$ cat config.mk
export PLATFORM = sky130hd
export DESIGN_NAME = number_stream_arbiter
export DESIGN_NICKNAME = d
export VERILOG_FILES = /design/src/rtl/number_stream_arbiter.sv
export SDC_FILE = /design/constraint.sdc
export NUM_CORES = 1
export LEC_CHECK = 0
export ABC_CLOCK_PERIOD_IN_PS = 1750
export BUFFER_PORTS_ARGS = -buffer_cell sky130_fd_sc_hd__buf_2
export CAP_MARGIN = 0
export CELL_PAD_IN_SITES_DETAIL_PLACEMENT = 1
export CELL_PAD_IN_SITES_GLOBAL_PLACEMENT = 1
export CORE_MARGIN = 2
export CORE_UTILIZATION = 31
export CTS_BUF_LIST = sky130_fd_sc_hd__clkbuf_4 sky130_fd_sc_hd__clkbuf_8
export DETAILED_ROUTE_END_ITERATION = 7
export PLACE_DENSITY = 0.78
export SYNTH_ARGS = -nofsm -noshare
export SYNTH_HDL_FRONTEND = slang
export SYNTH_SLANG_ARGS = --single-unit
$ cat constraint.sdc
create_clock -name clk_in -period 1.75 [get_ports clk_in]
set_clock_uncertainty 0.2 [all_clocks]
set_input_delay 0.0875 -clock clk_in [delete_from_list [all_inputs] [get_ports clk_in]]
set_output_delay 0.0875 -clock clk_in [all_outputs]
set_load 0.02 [all_outputs]
$ cat src/rtl/number_stream_arbiter.sv
// Round-robin arbiter that shares one word-stream consumer between NUM_REQ producers,
// granting each producer for one complete number of WORDS_PER_NUM words at a time.
module number_stream_arbiter #(
  parameter int BITS_IN_NUM   = 4096,
  parameter int REGISTER_SIZE = 32,
  parameter int NUM_REQ       = 2
) (
  input  logic                             clk_in,
  input  logic                             rst_in,
  input  logic [NUM_REQ-1:0]               req_in,
  input  logic [NUM_REQ*REGISTER_SIZE-1:0] data_in,
  input  logic [NUM_REQ-1:0]               data_valid_in,
  input  logic                             prev_data_consumed_in,
  output logic [NUM_REQ-1:0]               grant_out,
  output logic [NUM_REQ-1:0]               consumed_out,
  output logic [REGISTER_SIZE-1:0]         data_out,
  output logic                             data_valid_out,
  output logic                             busy_out,
  output logic                             protocol_error_out
);

  localparam int WORDS_PER_NUM = BITS_IN_NUM / REGISTER_SIZE;
  localparam int CNT_W = (WORDS_PER_NUM > 1) ? $clog2(WORDS_PER_NUM) : 1;
  localparam int IDX_W = (NUM_REQ > 1) ? $clog2(NUM_REQ) : 1;
  localparam logic [CNT_W-1:0] LAST_WORD = CNT_W'(WORDS_PER_NUM - 1);
  localparam logic [IDX_W-1:0] LAST_REQ  = IDX_W'(NUM_REQ - 1);

  typedef enum logic [1:0] {IDLE, STREAM, RELEASE} state_t;

  state_t                   state, state_n;
  logic [CNT_W-1:0]         word_cnt, word_cnt_n;
  logic [IDX_W-1:0]         cur_idx, cur_idx_n;
  logic [IDX_W-1:0]         last_idx, last_idx_n;
  logic [IDX_W-1:0]         sel;
  logic                     sel_found;
  logic [NUM_REQ-1:0]       grant_n;
  logic [NUM_REQ-1:0]       cur_onehot;
  logic [REGISTER_SIZE-1:0] data_n, cur_data;
  logic                     data_valid_n, error_n;
  logic                     cur_valid, cur_req, last_word;

  // Scan starts just after the producer that finished last, so nobody is starved.
  always_comb begin
    sel       = '0;
    sel_found = 1'b0;
    for (int k = 1; k <= NUM_REQ; k++) begin
      if (!sel_found && req_in[(int'(last_idx) + k) % NUM_REQ]) begin
        sel_found = 1'b1;
        sel       = IDX_W'((int'(last_idx) + k) % NUM_REQ);
      end
    end
  end

  always_comb begin
    cur_onehot = NUM_REQ'(1) << cur_idx;
    cur_data   = data_in[int'(cur_idx)*REGISTER_SIZE +: REGISTER_SIZE];
    cur_valid  = data_valid_in[cur_idx];
    cur_req    = req_in[cur_idx];
    last_word  = cur_valid && (word_cnt == LAST_WORD);
  end

  always_comb begin
    state_n      = state;
    word_cnt_n   = word_cnt;
    cur_idx_n    = cur_idx;
    last_idx_n   = last_idx;
    grant_n      = grant_out;
    data_n       = data_out;
    data_valid_n = data_valid_out;
    error_n      = protocol_error_out;
    case (state)
      IDLE: begin
        if (data_valid_in != '0) error_n = 1'b1;
        if (sel_found) begin
          grant_n   = NUM_REQ'(1) << sel;
          cur_idx_n = sel;
          state_n   = STREAM;
        end else begin
          grant_n = '0;
        end
      end
      STREAM: begin
        data_n       = cur_data;
        data_valid_n = cur_valid;
        // A dropped request is tolerated only on the cycle that carries the last word.
        if (((data_valid_in & ~cur_onehot) != '0) || (!cur_req && !last_word))
          error_n = 1'b1;
        if (cur_valid) begin
          if (last_word) begin
            word_cnt_n = '0;
            last_idx_n = cur_idx;
            grant_n    = '0;
            state_n    = RELEASE;
          end else begin
            word_cnt_n = word_cnt + CNT_W'(1);
          end
        end
      end
      RELEASE: begin
        data_valid_n = 1'b0;
        state_n      = IDLE;
      end
      default: state_n = IDLE;
    endcase
  end

  always_ff @(posedge clk_in) begin
    if (rst_in) begin
      state              <= IDLE;
      word_cnt           <= '0;
      cur_idx            <= '0;
      last_idx           <= LAST_REQ;
      grant_out          <= '0;
      data_out           <= '0;
      data_valid_out     <= 1'b0;
      protocol_error_out <= 1'b0;
    end else begin
      state              <= state_n;
      word_cnt           <= word_cnt_n;
      cur_idx            <= cur_idx_n;
      last_idx           <= last_idx_n;
      grant_out          <= grant_n;
      data_out           <= data_n;
      data_valid_out     <= data_valid_n;
      protocol_error_out <= error_n;
    end
  end

  assign busy_out     = (state != IDLE);
  assign consumed_out = (state == STREAM) ? (cur_onehot & {NUM_REQ{prev_data_consumed_in}}) : '0;

endmodule

==> summary.md, run 1 <==
| Metric | Value |
|---|---|
| Share of power burned in registers | `40.4%` |
| Number of port buffers | `109` |
| Crit Path Max Fanout | `24` |
| Multi-input combinational cell area | `1310 um2` |
| Worst IR drop on VDD | `0.413 mV` |
| Final worst path period need | `1.77 ns` |
| Multiplexer fraction of the synthesized cell area | `17.1%` |
| Number of enable-type register cells in the synthesized netlist | `0` |
| Worst setup path class | `flop to output pin` |
| Stage delay of the slowest cell on the critical path | `0.37 ns` |
| Post-synthesis sequential element count | `47` |
| Cell Chain, Critical Path | `inv_4 -> ha_4 -> buf_12 -> buf_12 -> and3_1 -> buf_4` |
| Buffer depth of the longest clock path | `2` |
| Instance area at placement | `3000 um2` |
| Internal power contribution | `2.09 mW` |
| Largest net degree at the start of global routing | `28` |
| Global routing usage summed across all routing layers | `22.5%` |
| Sw Ratio | `32.7%` |
| Horiz. Die Dim | `90.9 um` |
| Sum of net half-perimeters after detailed placement | `4.88 mm` |
| CTS sink count | `47` |
| Dominant combinational cell family by area after synthesis | `compound AO/OA/AOI/OAI gates` |
| CTS Root Cell | `sky130_fd_sc_hd__clkbuf_8` |
| Arrival time at the worst endpoint | `1.48 ns` |
| Violated checks | `setup timing` |
| Total instance count after detailed placement | `453` |
| Tightest slew margin relative to the limit | `65.1%` |
| Final instance area | `3920 um2` |
| CTS H-tree depth | `2` |
| Result of the run | `finished, violations left` |
| Fraction of the yosys area taken by sequential cells | `40.2%` |
| Top area cells in the synthesized netlist | `sky130_fd_sc_hd__dfxtp_1 (40%), sky130_fd_sc_hd__mux2i_1 (15%), sky130_fd_sc_hd__a211oi_1 (10%), sky130_fd_sc_hd__nor2_1 (6.7%), sky130_fd_sc_hd__buf_6 (2.4%)` |
| Final non-filler cell total | `531` |
| Class of the worst hold path | `primary input to flop` |
| Nature of the critical path startpoint | `flop` |
| Most frequent cell on the critical path | `sky130_fd_sc_hd__buf_12` |
| Sum of routed wire length over all layers | `10.0 mm` |
| Number of global-route vias before repair | `2979` |
| Compound-Gate Fraction of Synth Area | `19.3%` |
| Final GP Congestion | `0.788` |
| Pwr/cell area | `794 nW/um2` |
| Synth warn | `0` |
| Yosys top cell area share | `40.2%` |
| Highest clock rate | `566 MHz` |
| Post-Syn Instances | `253` |
| Via Count | `2702` |
| Number of ports placed on the die boundary | `110` |
| Standard-cell row count | `31` |
| Layout overhead on the synthesized area | `67.1%` |
| Wire length on met1 | `3.82 mm` |
| CTS tree | `yes` |
| Worst skew pair latency | `0.30 ns` |
| Share of the core filled with cells in the final layout | `53.7%` |
| Post-synthesis instance area | `2340 um2` |
| Post-detailed-route wirelength per cell | `18.9 um` |
| LEAKAGE | `1.67 nW` |
| Max-Cap Viols | `0` |
| Top Metal Used | `met4` |
| Crit path required time | `1.46 ns` |
| Adder-Cell Fraction of Synth Area | `2.14%` |
| Most used standard cell by instance count after synthesis | `sky130_fd_sc_hd__dfxtp_1` |
| Clock share of power | `25.7%` |
| DRC errors left | `0` |
| Count of TritonRoute iterations in the first routing pass | `4` |
| FF+latch area | `947 um2` |
| Antenna Diode Count | `0` |
| Simple-Gate Fraction of Synth Area | `15.1%` |
| Clock input transition at the sequential cells of the worst setup and hold paths | `0.09 ns` |
| Total die area | `8270 um2` |
| Die H | `90.9 um` |
| Core area | `7290 um2` |
| Number of distinct standard cells referenced by the synthesized netlist | `45` |
| Antenna viol nets, final | `0` |
| Per-cell via count in the routed design | `5.09` |
| Async S/R FF share, synth | `0%` |
| Initial DRC Count | `166` |
| Type of destination of the critical path | `output pin` |
| Combinational Power Share | `33.8%` |
| Setup violation total in the final timing report | `1` |
| Worst-Margin Slew | `0.524 ns` |
| Layout net count | `507` |
| Net count after synthesis | `328` |
| Biggest area consumer among synthesized cells | `sky130_fd_sc_hd__dfxtp_1` |
| Setup repair after global routing missed its margin | `true` |
| Synth Area per Inst | `9.26 um2` |
| Max-slew violations | `0` |
| Post-synth top flop | `sky130_fd_sc_hd__dfxtp_1` |
| First-pass GRT wire length | `15.0 mm` |
| Wire length on met3 | `450 um` |
| Slowest stage cell on the critical path | `sky130_fd_sc_hd__dfxtp_2` |
| Most numerous cell types in the synthesized netlist | `sky130_fd_sc_hd__dfxtp_1 (47), sky130_fd_sc_hd__nor2_1 (42), sky130_fd_sc_hd__mux2i_1 (34), sky130_fd_sc_hd__a211oi_1 (32), sky130_fd_sc_hd__nand2_1 (7)` |
| Metal2 WL | `5.46 mm` |
| Fraction of final layout cells sized beyond drive strength 1 | `36.8%` |
| Effective utilization at floorplan | `32.1%` |
| Number of clock buffers inserted by TritonCTS | `5` |
| Filler Cell Count | `857` |
| Final hold violation count | `0` |
| Final clock period utilization by the worst path | `101%` |
| NetSw | `1.02 mW` |
| Initial antenna violation count | `0` |
| Worst path setup slack after routing | `-0.0175 ns` |
| Sum of overflow across all layers after global routing | `0` |
| Area share of xor/xnor cells in the synthesized design | `0%` |
power groups by stage:
| stage | Combinational (mW) | Sequential, mW | Clock (mW) |
|---|---|---|---|
| 4_1_cts | 0.990 | 1.25 | 0.819 |
| 5_1_grt | 1.14 | 1.27 | 0.848 |
| 3_3_place_gp | 0.788 | 1.27 | 0 |
| 3_5_place_dp | 0.816 | 1.27 | 0 |
| 6_report | 1.05 | 1.26 | 0.801 |
| 2_1_floorplan | 0.394 | 1.40 | 0 |
state kept, by name, summed over array words and instances, names as in the netlist:
register and cells:
cur_idx 1, data_out 32, data_valid_out 1, grant_out 2
last_idx 1, protocol_error_out 1, state 2, word_cnt 7
worst max-delay path, delay by kind of cell, from the launching register on:
kind	cells	cell delay, ns
simple gates	1	0.16
fa+ha+maj	1	0.17
buf+inv	4	0.48
flops	1	0.37
layer usage:
layer | vias to the layer above | global-route usage [%]
met4 | 0 | 9.85
met1 | 1296 | 24.0
li1 | 1283 | -
met2 | 101 | 42.5
met5 | - | 0
met3 | 22 | 4.51
cell families after synthesis:
| group | after synthesis |
|---|---|
| buffers and inverters | 26 |
| AOI/OAI and AO/OA | 61 |
| DFF | 47 |
| muxes | 39 |
| and+or+nand+nor | 76 |
| adders and majority gates | 4 |
timing repair:
| item | 4_1_cts | 5_1_grt |
|---|---|---|
| gates cloned | 1 | 0 |
| hold endpoints to repair | 35 | 1 |
| gates resized for setup | 10 | 14 |
| endpoints found under the setup margin | 4 | 13 |
| pin swaps | 0 | 2 |
| buffers inserted | 3 | 1 |
| hold buffers | 64 | 2 |
per-stage QoR:
step                hold slack, ns  setup TNS [ns]  worst slack (ns)  power, mW
floorplan                   0.0595               0            0.0484       1.79
detailed placement           0.238         -0.0275           -0.0275       2.09
CTS                       0.000487               0          0.000626       3.06
global route                0.0588          -0.208           -0.0608       3.25
finish                      0.0444         -0.0175           -0.0175       3.11
global placement             0.225               0            0.0581       2.06
cells in the final DEF (no fill, tap or decap), types with 5 or more instances in the layout:
master / n
sky130_fd_sc_hd__a211oi_1: 32
sky130_fd_sc_hd__buf_2: 107
sky130_fd_sc_hd__buf_4: 14
sky130_fd_sc_hd__clkbuf_8: 5
sky130_fd_sc_hd__dfxtp_1: 42
sky130_fd_sc_hd__dfxtp_2: 5
sky130_fd_sc_hd__dlygate4sd3_1: 66
sky130_fd_sc_hd__mux2i_1: 34
sky130_fd_sc_hd__nand2_1: 7
sky130_fd_sc_hd__nor2_1: 41
sky130_fd_sc_hd__nor2b_1: 6
final cells by class:
| class | count | area share, % |
|---|---|---|
| inverters | 5 | 0.543 |
| clock inverters | 2 | 0.959 |
| flip-flops and latches | 47 | 24.2 |
| well taps | 99 | 3.16 |
| multi-input cells | 180 | 33.3 |
| clock buffers | 5 | 1.76 |
| repair buffers | 193 | 36.0 |
final timing paths:
| path | from | end | slack, ns | depth (start not counted) |
|---|---|---|---|---|
| worst min register to register | data_out[1]$_SDFFE_PP0P_ | data_out[1]$_SDFFE_PP0P_ | 0.29 | 2 |
| worst max register to register | state[1]$_SDFFE_PP0P_ | state[1]$_SDFFE_PP0P_ | 0.02 | 4 |
| worst min-delay path | rst_in | cur_idx$_SDFFE_PP0P_ | 0.04 | 2 |
| worst max-delay path | state[1]$_SDFFE_PP0P_ | consumed_out[1] | -0.02 | 6 |
(Power assumes the default switching activity.)
==> run 2: changes to the inputs <==
- SETUP_SLACK_MARGIN: default -> 0.4
==> run 2 against run 1 <==
The flow now finishes without violations. Cell area increased by 16%. Die area unchanged. Via count increased by 12%. Clock power increased by 7.4%. Global-route usage increased by 5.8 points. Clock-buffer cell count unchanged. First-iteration DRC count decreased by 10%. Power increased by 18%. Cell count increased by 2.3%. Sequential power about the same. Combinational power increased by 45%. Largest power group is now combinational cells.
==> summary.md, run 2 (synthesis results as in run 1) <==
| Metric | Value |
|---|---|
| Registers with the most flip-flops | `data_out (32), word_cnt (7)` |
| Worst-Margin Slew | `0.573 ns (+0.0494 ns)` |
| Share of power burned in registers | `35.3% (-5.1 points)` |
| Largest net degree at the start of global routing | `28 (unchanged)` |
| Tightest slew margin relative to the limit | `61.8% (-3.3 points)` |
| Sw Ratio | `36.6% (+4.0 points)` |
| CTS sink count | `47 (unchanged)` |
| Wire length on met3 | `885 um (+97%)` |
| Buffer depth of the longest clock path | `2 (unchanged)` |
| Share of the core filled with cells in the final layout | `62.3% (+8.6 points)` |
| Global routing usage summed across all routing layers | `28.3% (+5.8 points)` |
| CTS H-tree depth | `2 (unchanged)` |
| Max-Cap Viols | `0 (unchanged)` |
| Worst slack on hold paths | `0.0336 ns (-0.0108 ns)` |
| Total die area | `8270 um2 (unchanged)` |
| FF-to-FF setup slack | `0.006 ns (about the same)` |
| Number of global-route vias before repair | `3160 (+6.1%)` |
| Sum of net half-perimeters after detailed placement | `5.25 mm (+7.7%)` |
| Count of TritonRoute iterations in the first routing pass | `4 (unchanged)` |
| Crit path required time | `1.74 ns (+0.28 ns)` |
| Filler Cell Count | `791 (-7.7%)` |
| Number of ports placed on the die boundary | `110 (unchanged)` |
| Layout overhead on the synthesized area | `94.0%` |
| Max reg flops | `32 (unchanged)` |
| Final hold violation count | `0 (unchanged)` |
| Core area | `7290 um2 (unchanged)` |
| Stage delay of the slowest cell on the critical path | `0.37 ns (about the same)` |
| Worst IR drop on VDD | `0.368 mV (-11%)` |
| Setup repair after global routing missed its margin | `true` |
| Initial DRC Count | `149 (-10%)` |
| Per-cell via count in the routed design | `5.57 (+9.4%)` |
| DRC errors left | `0 (unchanged)` |
| Layout net count | `518 (+2.2%)` |
| Hold path startpoint | `data_in[16]` |
| Clock input transition at the sequential cells of the worst setup and hold paths | `0.10 ns (about the same)` |
| Logic depth of the worst register-to-register path | `6 (+2)` |
| Worst setup path class | `flop to flop` |
| Clock share of power | `23.4% (-2.3 points)` |
| Initial antenna violation count | `0 (unchanged)` |
| First-pass GRT wire length | `18.4 mm (+23%)` |
| Number of clock buffers inserted by TritonCTS | `5 (unchanged)` |
| Standard-cell row count | `31 (unchanged)` |
| Number of port buffers | `109 (unchanged)` |
| Combinational Power Share | `41.3% (+7.5 points)` |
| NetSw | `1.34 mW (+32%)` |
| Highest clock rate | `573 MHz (+1.3%)` |
| Post-detailed-route wirelength per cell | `25.4 um (+34%)` |
| Cell Chain, Critical Path | `clkinv_4 -> ha_4 -> buf_12 -> buf_8 -> nor2_1 -> a211oi_1` |
| Worst Hold Path Cells | `3 (+1)` |
| Crit Path Max Fanout | `18 (-25%)` |
| Final worst path period need | `1.74 ns (-0.0234 ns)` |
| Class of the worst hold path | `primary input to flop` |
| Nature of the critical path startpoint | `flop` |
| LEAKAGE | `1.86 nW (+12%)` |
| Final setup TNS | `0 ns (+0.0175 ns)` |
| Via Count | `3023 (+12%)` |
| Die H | `90.9 um (unchanged)` |
| Wire length on met1 | `5.27 mm (+38%)` |
| Internal power contribution | `2.33 mW (+11%)` |
| Antenna viol nets, final | `0 (unchanged)` |
| Sum of overflow across all layers after global routing | `0 (unchanged)` |
| RR Endpoint | `data_out[6]$_SDFFE_PP0P_` |
| Metal2 WL | `6.96 mm (+27%)` |
| Setup violation total in the final timing report | `0 (-1)` |
| Register containing the most flip-flops in the final layout | `data_out` |
| Final clock period utilization by the worst path | `99.7% (-1.3 points)` |
| Worst Hold End | `data_out[16]$_SDFFE_PP0P_` |
| Most frequent standard cell in the layout excluding fill and tap cells | `sky130_fd_sc_hd__buf_2` |
| Max-slew violations | `0 (unchanged)` |
| Sum of routed wire length over all layers | `13.8 mm (+37%)` |
| Top Metal Used | `met4` |
| Critical R2R Launch | `state[1]$_SDFFE_PP0P_` |
| Type of destination of the critical path | `flop` |
| Effective utilization at floorplan | `32.1% (unchanged)` |
| Pwr/cell area | `808 nW/um2 (+1.7%)` |
| Worst skew pair latency | `0.31 ns (about the same)` |
| Fraction of final layout cells sized beyond drive strength 1 | `52.7% (+16 points)` |
| Final GP Congestion | `0.827 (+5.0%)` |
| CTS Root Cell | `sky130_fd_sc_hd__clkbuf_8` |
| Result of the run | `complete, no violations` |
| CTS tree | `yes` |
| Horiz. Die Dim | `90.9 um (unchanged)` |
| Antenna Diode Count | `0 (unchanged)` |
| Arrival time at the worst endpoint | `1.73 ns (+0.25 ns)` |
| Slowest stage cell on the critical path | `sky130_fd_sc_hd__dfxtp_4` |
| Commonest non-fill, non-tap cells in the layout | `sky130_fd_sc_hd__buf_2 (106), sky130_fd_sc_hd__dlygate4sd3_1 (59), sky130_fd_sc_hd__dfxtp_1 (39), sky130_fd_sc_hd__mux2i_1 (33), sky130_fd_sc_hd__nor2_1 (30)` |
## run 2: changes by cell type in the layout (fill, tap and decap cells not counted), sizes merged
cell,change
clkinv,+1
clkbuf,+2
dlygate4sd3,-7
bufbuf,-1
buf,+17
## run 2: through the flow
step / setup WS [ns] / area (um2) / std cells / power, mW
2_1_floorplan: 0.163 / 2670 / 253 / 1.95
3_3_place_gp: 0.185 / 3190 / 448 / 2.16
3_5_place_dp: 0.130 / 3190 / 448 / 2.20
4_1_cts: 0.127 / 4340 / 535 / 3.39
5_1_grt: 0.0183 / 4540 / 543 / 3.78
6_report: 0.00592 / 4540 / 543 / 3.67
## run 2: power by group through the flow
stage,combinational (mW),sequential [mW],clock [mW]
3_3_place_gp,0.890,1.27,0
4_1_cts,1.28,1.26,0.851
6_report,1.52,1.29,0.860
2_1_floorplan,0.548,1.41,0
3_5_place_dp,0.916,1.28,0
5_1_grt,1.57,1.30,0.904
## run 2: what timing repair did
item,4_1_cts,5_1_grt
setup buffers,17,5
cloned,3,3
hold buffers,59,0
setup endpoints to repair,49,50
endpoints found under the hold margin,32,0
pin swaps,15,8
gates resized for setup,55,27
## run 2: worst max-delay path by stage
stage                                startpoint                        end
after global placement    state[1]$_SDFFE_PP0P_   word_cnt[2]$_SDFFE_PP0P_
after detailed placement   cur_idx$_SDFFE_PP0P_  grant_out[1]$_SDFFE_PP0P_
final                     state[1]$_SDFFE_PP0P_   data_out[6]$_SDFFE_PP0P_
after CTS                 state[1]$_SDFFE_PP0P_   word_cnt[6]$_SDFFE_PP0P_
after floorplan            cur_idx$_SDFFE_PP0P_   word_cnt[6]$_SDFFE_PP0P_
after global routing      state[1]$_SDFFE_PP0P_   data_out[6]$_SDFFE_PP0P_
## run 2: routing by layer
layer  global-route usage [%]  vias up
met3                     5.84       55
li1                         -     1313
met4                     10.1        0
met2                     54.4      170
met1                     30.1     1485
met5                        0        -
## run 2: layout make-up
type / instances / area (um2) / share of cell area, %
clock buffers: 5 / 68.8 / 1.51
clock inverters: 3 / 46.3 / 1.02
inverters: 5 / 36.3 / 0.799
multi-input cells: 180 / 1650 / 36.3
flip-flops and latches: 47 / 966 / 21.3
well taps: 99 / 124 / 2.73
repair buffers: 204 / 1650 / 36.4
## run 2: worst max-delay path: cells and delay by family, from the launching register on
family | cells | cell delay, ns
adder cells (fa/ha/maj) | 1 | 0.19
buffers and inverters | 3 | 0.40
AND/OR/NAND/NOR | 1 | 0.11
AO/OA/AOI/OAI | 1 | 0.35
flip-flops | 1 | 0.37
==> run 3: changes to the inputs <==
- RECOVER_POWER: default -> 100
==> run 3 against run 2 <==
Wire length rose by 1.1%. Via count rose by 2.4%. Sequential share of layout area rose by 0.97 points. Clock power barely moved.
==> summary.md, run 3 (synthesis results as in run 1) <==
| Metric | Value |
|---|---|
| CTS H-tree depth | `2 (unchanged)` |
| Antenna Diode Count | `0 (unchanged)` |
| Slowest stage cell on the critical path | `sky130_fd_sc_hd__dfxtp_4` |
| Buffer depth of the longest clock path | `2 (unchanged)` |
| Crit Path Max Fanout | `18 (unchanged)` |
| Worst setup path class | `flop to flop` |
| Horiz. Die Dim | `90.9 um (unchanged)` |
| Via Count | `3096 (+2.4%)` |
| FF-to-FF setup slack | `0.02 ns (about the same)` |
| Initial DRC Count | `166 (+11%)` |
| Per-cell via count in the routed design | `5.70 (+2.4%)` |
| Critical R2R Launch | `state[1]$_SDFFE_PP0P_` |
| Final hold violation count | `0 (unchanged)` |
| Register containing the most flip-flops in the final layout | `data_out` |
| Type of destination of the critical path | `flop` |
| RR Endpoint | `data_out[6]$_SDFFE_PP0P_` |
| Max reg flops | `32 (unchanged)` |
| Worst skew pair latency | `0.31 ns (about the same)` |
| Count of TritonRoute iterations in the first routing pass | `5 (+1)` |
| Final clock period utilization by the worst path | `99.1% (-0.54 points)` |
| Antenna viol nets, final | `0 (unchanged)` |
| Final instance area | `4350 um2 (-4.4%)` |
| DRC errors left | `0 (unchanged)` |
| Tightest slew margin relative to the limit | `62.7% (+0.94 points)` |
| Effective utilization at floorplan | `32.1% (unchanged)` |
| Worst-Margin Slew | `0.559 ns (-0.0141 ns)` |
| Pwr/cell area | `822 nW/um2 (+1.8%)` |
| LEAKAGE | `1.69 nW (-9.1%)` |
| Global routing usage summed across all routing layers | `28.3% (unchanged)` |
| Crit path required time | `1.74 ns (about the same)` |
| Power after layout | `3.57 mW (-2.7%)` |
| Sum of routed wire length over all layers | `13.9 mm (+1.1%)` |
| Max-slew violations | `0 (unchanged)` |
| Logic depth of the worst register-to-register path | `6 (unchanged)` |
| Instance area at placement | `3190 um2 (unchanged)` |
| Clock input transition at the sequential cells of the worst setup and hold paths | `0.10 ns (about the same)` |
| Worst Hold End | `cur_idx$_SDFFE_PP0P_` |
| Commonest non-fill, non-tap cells in the layout | `sky130_fd_sc_hd__buf_2 (70), sky130_fd_sc_hd__dlygate4sd3_1 (59), sky130_fd_sc_hd__dfxtp_1 (39), sky130_fd_sc_hd__clkbuf_1 (36), sky130_fd_sc_hd__mux2i_1 (33)` |
| Class of the worst hold path | `primary input to flop` |
| CP Buf/Inv Count | `3 (unchanged)` |
| Met3 layer usage reported by global route | `5.84% (unchanged)` |
| Fraction of final layout cells sized beyond drive strength 1 | `39.2% (-14 points)` |
| Met1 capacity usage during global routing | `30.1% (unchanged)` |
| GR peak layer | `met2` |
| Hold path startpoint | `req_in[0]` |
| Layout overhead on the synthesized area | `85.5%` |
| Number of clock buffers inserted by TritonCTS | `5 (unchanged)` |
| Sum of overflow across all layers after global routing | `0 (unchanged)` |
| Setup repair after global routing missed its margin | `true` |
| CTS sink count | `47 (unchanged)` |
| Result of the run | `complete, no violations` |
| Post-detailed-route wirelength per cell | `25.7 um (+1.1%)` |
| Stage delay of the slowest cell on the critical path | `0.37 ns (about the same)` |
| Layout net count | `518 (unchanged)` |
| Highest clock rate | `576 MHz (+0.54%)` |
| Total die area | `8270 um2 (unchanged)` |
| Worst slack, placed | `0.130 ns (unchanged)` |
| Sum of net half-perimeters after detailed placement | `5.25 mm (unchanged)` |
| Most frequent standard cell in the layout excluding fill and tap cells | `sky130_fd_sc_hd__buf_2` |
| Nature of the critical path startpoint | `flop` |
| Die H | `90.9 um (unchanged)` |
| Worst IR drop on VDD | `0.404 mV (+9.7%)` |
| Final GP Congestion | `0.827 (unchanged)` |
| Global routing usage on met2 | `54.4% (unchanged)` |
| Setup violation total in the final timing report | `0 (unchanged)` |
| Filler Cell Count | `834 (+5.4%)` |
| Worst path setup slack after routing | `0.0153 ns (+0.00943 ns)` |
| Initial antenna violation count | `0 (unchanged)` |
| Cell family contributing the most delay on the critical path | `buffers and inverters` |
| Max-Cap Viols | `0 (unchanged)` |
| Worst Hold Path Cells | `4 (+1)` |
| Cell Chain, Critical Path | `clkinv_4 -> ha_4 -> buf_12 -> buf_8 -> nor2_1 -> a211oi_1` |
| Core area | `7290 um2 (unchanged)` |
| Final worst path period need | `1.73 ns (-0.00943 ns)` |
| Number of global-route vias before repair | `3160 (unchanged)` |
| Arrival time at the worst endpoint | `1.72 ns (about the same)` |
| Number of port buffers | `109 (unchanged)` |
| CTS tree | `yes` |
| Standard-cell row count | `31 (unchanged)` |
| CTS Root Cell | `sky130_fd_sc_hd__clkbuf_8` |
| Registers with the most flip-flops | `data_out (32), word_cnt (7)` |
| Number of ports placed on the die boundary | `110 (unchanged)` |
| Final setup TNS | `0 ns (unchanged)` |
| First-pass GRT wire length | `18.4 mm (unchanged)` |
| Largest net degree at the start of global routing | `28 (unchanged)` |
[run 3: cell count changes in the layout (fill, tap and decap cells not counted), sizes merged]
| cell | change |
|---|---|
| clkbuf | +38 |
| buf | -38 |
[run 3: worst max path at each step]
stage                                     start                         to  slack [ns]  cells past startpoint
after floorplan            cur_idx$_SDFFE_PP0P_   word_cnt[6]$_SDFFE_PP0P_        0.16                      5
after global placement    state[1]$_SDFFE_PP0P_   word_cnt[2]$_SDFFE_PP0P_        0.19                      5
after detailed placement   cur_idx$_SDFFE_PP0P_  grant_out[1]$_SDFFE_PP0P_        0.13                      3
after CTS                 state[1]$_SDFFE_PP0P_   word_cnt[6]$_SDFFE_PP0P_        0.13                      6
after global routing      state[1]$_SDFFE_PP0P_      state[1]$_SDFFE_PP0P_        0.02                      5
final                     state[1]$_SDFFE_PP0P_   data_out[6]$_SDFFE_PP0P_        0.02                      6
[run 3: stage by stage]
stage          utilization, %  hold slack (ns)  instances
3_5_place_dp             43.8            0.241        448
5_1_grt                  59.6           0.0640        543
6_report                 59.6           0.0386        543
3_3_place_gp             43.8            0.241        448
2_1_floorplan               -           0.0593        253
4_1_cts                  59.5          0.00162        535
[run 3: repair_timing]
action                                  4_1_cts  5_1_grt
endpoints found under the setup margin       49       50
endpoints found under the hold margin        32        0
setup buffers                                17        5
gates resized for setup                      55       27
pin swaps                                    15        8
gates cloned                                  3        3
hold buffers                                 59        0
[run 3: cell type report]
class	instances	area (um2)	area share, %
repair buffers	204	1590	36.7
multi-input cells	180	1520	34.9
flip-flops and latches	47	966	22.2
well taps	99	124	2.85
clock buffers	5	68.8	1.58
clock inverters	3	46.3	1.07
inverters	5	31.3	0.720
[run 3: per-layer routing]
metal  up-vias  wire length (um)
li1       1309                 -
met4         0               781
met5         -                 0
met2       196              6860
met3        60              1030
met1      1531              5270
[run 3: tightest hold or removal path: stages]
cell and delay, ns:
sky130_fd_sc_hd__buf_2 0.12, sky130_fd_sc_hd__nand2_1 0.10, sky130_fd_sc_hd__a32oi_2 0.11, sky130_fd_sc_hd__nor2_1 0.08
[run 3: where the power goes]
group / leakage [nW] / switching, mW / total, mW / internal (mW)
Clock: 0.0548 / 0.430 / 0.862 / 0.431
Combinational: 1.25 / 0.768 / 1.41 / 0.647
Sequential: 0.392 / 0.113 / 1.30 / 1.18
Total: 1.69 / 1.31 / 3.57 / 2.26
